--- src/rtl/wb_reg_file.sv ---
// wb_reg_file: writeback select, 32-entry register file with WB->ID bypass, commit counter
module wb_reg_file #(
    parameter int DATA_W = 32,
    parameter int ADDR_W = 5,
    parameter int CNT_W  = 32
) (
    input  logic              clk,
    input  logic              reset_n,
    input  logic [DATA_W-1:0] MemReadData,
    input  logic [DATA_W-1:0] ALUResult,
    input  logic [ADDR_W-1:0] rd,
    input  logic              MemToReg,
    input  logic              RegWrite,
    input  logic [ADDR_W-1:0] rs,
    input  logic [ADDR_W-1:0] rt,
    output logic [DATA_W-1:0] ReadData1,
    output logic [DATA_W-1:0] ReadData2,
    output logic [DATA_W-1:0] WriteData,
    output logic [CNT_W-1:0]  WriteCount
);
    localparam int NREG = 2 ** ADDR_W;

    logic [DATA_W-1:0] regs [NREG];
    logic              commit;
    logic              bypassEn;

    // r0 is never written, so it stays at its reset value of zero; a held reset also suppresses
    // the bypass so that reads during reset reflect the cleared array.
    assign commit   = RegWrite && (rd != '0);
    assign bypassEn = RegWrite && reset_n;

    // Writeback mux and both read ports, with the in-flight write forwarded to ID
    always_comb begin
        WriteData = MemToReg ? MemReadData : ALUResult;
        ReadData1 = (rs == '0) ? '0 : (bypassEn && rd == rs) ? WriteData : regs[rs];
        ReadData2 = (rt == '0) ? '0 : (bypassEn && rd == rt) ? WriteData : regs[rt];
    end

    // Register array and commit counter; async clear, one register updated per commit
    always_ff @(posedge clk or negedge reset_n) begin
        if (!reset_n) begin
            for (int i = 0; i < NREG; i++) regs[i] <= '0;
            WriteCount <= '0;
        end else if (commit) begin
            regs[rd]   <= WriteData;
            WriteCount <= WriteCount + CNT_W'(1);
        end
    end
endmodule
--- config.mk ---
export PLATFORM = sky130hd
export DESIGN_NAME = wb_reg_file
export DESIGN_NICKNAME = d
export VERILOG_FILES = /design/src/rtl/wb_reg_file.sv
export SDC_FILE = /design/constraint.sdc
export NUM_CORES = 2
export LEC_CHECK = 0
export BUFFER_PORTS_ARGS = -buffer_cell sky130_fd_sc_hd__buf_2
export CORE_UTILIZATION = 38
export DETAILED_ROUTE_END_ITERATION = 10
export SYNTH_ARGS = -nofsm -noshare
export SYNTH_HDL_FRONTEND = slang
export SYNTH_SLANG_ARGS = --single-unit
--- constraint.sdc ---
create_clock -name clk -period 2.2 [get_ports clk]
set_clock_uncertainty 0.15 [all_clocks]
set_input_delay 0.22 -clock clk [delete_from_list [all_inputs] [get_ports clk]]
set_output_delay 0.22 -clock clk [all_outputs]
set_load 0.01 [all_outputs]
* Yosys cells after proc, flatten, opt, wreduce, memory -nomap -nowiden
Index checks and enable logic that the tools add are counted. W data, S select, Z words.
Word-level totals: flip-flop bits (word level) 1056, input port bits 83, word-level logic and storage cells 65
Operators by class: add/subtract/negate cells 1, magnitude comparators 4, eq/ne operators 2, muxes and demuxes 14, bitwise operators 3, reduce and logical (&&, ||, !) cells 8
Operators by type and width (count):
- $bwmux W1024 | 1
- $bmux W32 S5 | 2
- $mux W32 | 10
- $demux W32 S5 | 1
- $add A32 B1 Y32 const B | 1
- $ge A6 B6 Y1 const B | 3
- $not A5 Y6 | 3
- $eq A5 B5 Y1 | 2
- $logic_not A5 Y1 | 2
- $lt A6 B1 Y1 const B | 1
- $logic_and A1 B1 Y1 | 5
- $reduce_bool A5 Y1 | 1

* Depth between registers and ports, before layout
word-level depth 6, depth in mapped cells 10, gate-level depth less buffers 5

* Least setup slack after synthesis
No wires, ideal clock.
path type in2out, from input rt[0], to output ReadData2[17], arrival time 1.915 ns, required time 1.830 ns, path slack -0.085 ns, stages on the path 6, path buffers 2, path through buf_6 -> buf_2 -> mux4_2 -> mux4_2 -> a32oi_1 -> o21ai_0
On the way: word-level cells in the longest chain between the ends 6, elaborated cells between the ends (all ways) 9, those cells by class eq/ne (1); mux (5); bitwise (1); reduce/logical (2)
Ends and longest elaborated chain:
- start: declaration | line 15 | input logic [ADDR_W-1:0] rt,
- $not A5 Y6 (implied by the code) | line 36 | ReadData2 = (rt == '0) ? '0 : (bypassEn && rd == rt) ? WriteData : regs[rt];
- $bmux W32 S5 | line 36
- $mux W32 (implied by the code) (2 in a row) | line 36
- $mux W32 | line 36
- $mux W32 * | line 36
- end: declaration | line 17 | output logic [DATA_W-1:0] ReadData2,
Mark *: on every way between the ends. The rest lies on a longest branch, timed or not. The select of a mux whose other input is x is not followed.

* Final worst setup path
from register regs[446] in the netlist's numbering, to output ReadData1[30]
On the way: word-level cells in the longest chain between the ends 5
Ends and longest elaborated chain:
- start: declaration | line 23 | logic [DATA_W-1:0] regs [NREG];
- start signal: indexed assignment | line 45 | regs[rd] <= WriteData;
- $bmux W32 S5 | line 35 | ReadData1 = (rs == '0) ? '0 : (bypassEn && rd == rs) ? WriteData : regs[rs];
- $mux W32 (implied by the code) (2 in a row) | line 35
- $mux W32 (2 in a row) | line 35
- end: declaration | line 16 | output logic [DATA_W-1:0] ReadData1,
No other way between the ends. The select of a mux whose other input is x is not followed.

==> metrics.md <==
| Metric | Value |
|---|---|
| Arrival time worst endpoint | `2.70 ns` |
| Grt met1 use | `39.81%` |
| DIE WIDTH | `384.4 um` |
| Layout overhead on the synthesized area | `30.50%` |
| Ranking of synthesized cells by area | `dfrtp_1, mux4_2, mux2i_1, a21oi_1, o21ai_0` |
| Commonest cells post-synth | `dfrtp_1, nor2_1, nand2_1, a21oi_1, o21ai_0` |
| Non-Filler Instances | `7849` |
| First-pass GRT wire length | `314300 um` |
| Synth Area in Compound Gates | `13.25%` |
| DRT iter0 DRCs | `5018` |
| Setup TNS | `-44.64 ns` |
| Largest net degree at the start of global routing | `172` |
| DRC errors left | `0` |
| Tcrit/Tclk final | `139.5%` |
| Placed Area | `65770 um2` |
| Synth Cell Area | `55560 um2` |
| Post-Synthesis Cells | `5051` |
| Max-slew headroom | `31.62%` |
| Number of H-tree levels | `3` |
| Worst-path clk slew | `0.06 ns` |
| Placed Cells | `7511` |
| Die height | `384.4 um` |
| CP Data Required Time | `1.83 ns` |
| Failing checks | `hold timing, setup timing` |
| Worst Setup End Kind | `primary output` |
| Syn_nets | `5135` |
| Outcome | `finished, violations left` |
| Asr flop ratio synth | `100.0%` |
| Largest family of logic cells by synthesized area | `multiplexers` |
| Crit path cell chain | `mux4_2 > mux4_2 > o22ai_2 > buf_6 > a211oi_2 > buf_2` |
| Clk sinks | `1056` |
| Post-route cell area | `72500 um2` |
| Most common cell on crit path | `mux4_2` |
| Worst-Skew Late Latency | `0.75 ns` |
| Initial antenna violation count | `8` |
| Gr ovfl total | `0` |
| Syn_area_per_cell | `11.00 um2` |
| ANT nets after route | `0` |
| Most Used Layer, Global Route | `met2` |
| Fin. Hold Viols | `101` |
| Num rows | `139` |
| Starting density of the core | `38.49%` |
| Total power | `0.06603 W` |
| Routed wire length | `214600 um` |
| # Max-Cap Violations | `0` |
| Num CTS Buffers | `117` |
| Pre-Repair DR Iteration Count | `6` |
| Core ar. | `144400 um2` |
| Crit path kind | `reg -> out` |
| YS warnings | `0` |
| Final setup viols | `64` |
| Share of the synthesized area in the top cell type | `47.56%` |
| Fin util | `50.23%` |
| GRT Total Usage | `28.89%` |
| Dpl hpwl | `141900 um` |
| Peak VDD IR | `0.7020 mV` |
| Crit-path slowest cell | `mux4_2` |
| Die area | `147700 um2` |
| Number of global-route vias before repair | `46.13k` |
| Worst Max-Slew Pin Slew | `1.026 ns` |
| Most frequent cell after synthesis | `dfrtp_1` |
| Vias per inst | `5.990` |
| Post-synthesis mux area share | `24.05%` |
| Adder-cell share of the synthesized area | `0.02252%` |
| Fin. max-slew vios | `0` |
| Clock Tree Buf Depth | `3` |
| Share of layout cells above drive strength 1 | `35.30%` |
| PwrDens | `910.8 nW/um2` |
| Sequential fraction of the synthesis area | `47.56%` |
| Grt met3 use | `6.568%` |
| CP Launch Type | `register` |
| F_max | `0.3257 GHz` |
| CTS tree | `built` |
| Area leader, netlist | `dfrtp_1` |
| Number of flops mapped to enable cells by yosys | `0` |
| Fin Hold WS | `-0.2076 ns` |
| Nets@finish | `5921` |
| Clk root buf | `clkbuf_16` |
| PnR worst setup slack | `-0.8699 ns` |
| Synth Area in XOR/XNOR | `0.6464%` |
| Buffers on Ports | `210` |
| Detailed-route via count | `47.02k` |
| Met2 Usage GRT | `43.59%` |
| Leakage Power | `32.06 nW` |
| Top-level I/O count | `211` |
| Synth unique cells | `67` |
| Min Clock Period, post-route | `3.070 ns` |
| Max incr delay on CP | `0.53 ns` |
| Synthesized flop and latch total | `1056` |
| Worst hold path type | `in -> async` |
| Drt wl/cell | `27.34 um` |
| Routability Congestion | `0.9110` |
| Crit-path max FO | `3` |
| RSZ-0062 raised after global routing | `true` |
| Main synth FF type | `dfrtp_1` |
| Post-Synth Simple-Gate Area | `9.403%` |
cells by family (layout without fill, tap and decap cells):
family,after synthesis,in the layout
flops,1056,1056
compound gates,1311,1311
buf+inv,580,1469
xor+xnor,41,41
simple gates,1298,1298
fa+ha+maj,1,1
other cells,0,6
mux,764,764
power breakdown:
| part | internal [W] | leakage (nW) | switching (W) |
|---|---|---|---|
| Combinational | 0.00967 | 16.7 | 0.00822 |
| Clock | 0.0131 | 2.11 | 0.00857 |
| Sequential | 0.0235 | 13.2 | 0.00298 |
| Total | 0.0463 | 32.1 | 0.0198 |
state kept, by name, summed over array words and instances (netlist names):
name / flops
regs: 1024
WriteCount: 32
placed cells by master, fill, tap and decap left out, types with 19 or more instances in the layout:
cell | Yosys | routed
buf_4 | 30 | 738
nand3_1 | 43 | 38
clkinv_2 | 0 | 28
xnor2_1 | 31 | 31
nand2_1 | 574 | 557
o22ai_2 | 0 | 25
nor2_4 | 0 | 19
mux4_2 | 456 | 456
clkbuf_16 | 0 | 121
dlygate4sd3_1 | 0 | 48
nor2_1 | 575 | 553
buf_2 | 75 | 186
dfrtp_1 | 1056 | 1056
o21ai_0 | 525 | 501
mux2i_4 | 0 | 37
buf_12 | 6 | 168
a211oi_2 | 0 | 34
inv_1 | 39 | 36
a221oi_1 | 45 | 34
clkbuf_8 | 0 | 31
a21oi_1 | 539 | 532
a221o_1 | 31 | 31
mux2i_1 | 303 | 260
buf_6 | 31 | 52
through the flow:
step	setup slack (ns)	hold WS (ns)
final	-0.8699	-0.2076
after detailed placement	-0.9775	0.1164
after floorplan	-0.02148	-0.2256
after CTS	-0.8921	0.009964
after global placement	-1.019	0.1166
after global routing	-0.9113	-0.1397
layout make-up:
| class | instances | area (um2) |
|---|---|---|
| fill | 12613 | 71850 |
| multi-input combinational | 3415 | 28200 |
| sequential | 1056 | 26430 |
| timing repair buffer | 1204 | 11060 |
| clock buffer | 167 | 3511 |
| tap | 1903 | 2381 |
| clock inverter | 55 | 744.5 |
| inverter | 43 | 173.9 |
| antenna | 6 | 15.01 |
path summary, 6_finish.rpt:
| kind | slack, ns | cells after the start | startpoint | end |
|---|---|---|---|---|
| min | -0.21 | 4 | reset_n | regs[448] |
| min reg2reg | 0.24 | 0 | regs[1016] | regs[1016] |
| max in group asynchronous | 0.47 | 5 | reset_n | regs[619] |
| min in group clk | -0.01 | 4 | MemReadData[20] | regs[116] |
| max | -0.87 | 6 | regs[446] | ReadData1[30] |
| max reg2reg | 0.13 | 5 | WriteCount[5] | WriteCount[31] |
worst max-delay path: cells and delay by family (launching register included):
| kind | cells | cell delay (ns) |
|---|---|---|
| flops | 1 | 0.39 |
| compound gates | 2 | 0.23 |
| mux | 2 | 1.01 |
| buf+inv | 2 | 0.31 |
per-layer routing:
layer | vias up | share of wire (%) | routed length, um
met1 | 23847 | 40 | 86740
met5 | - | 0.0098 | 21
met4 | 4 | 4.7 | 10150
li1 | 19967 | - | -
met3 | 547 | 10 | 22040
met2 | 2652 | 45 | 95640
repair_timing:
action	4_1_cts	5_1_grt
hold buffers	57	5
buffers inserted	54	19
resized for setup	216	106
pin swaps	104	54
endpoints found under the hold margin	1216	216
endpoints found under the setup margin	65	227
(Power assumes the default switching activity.)
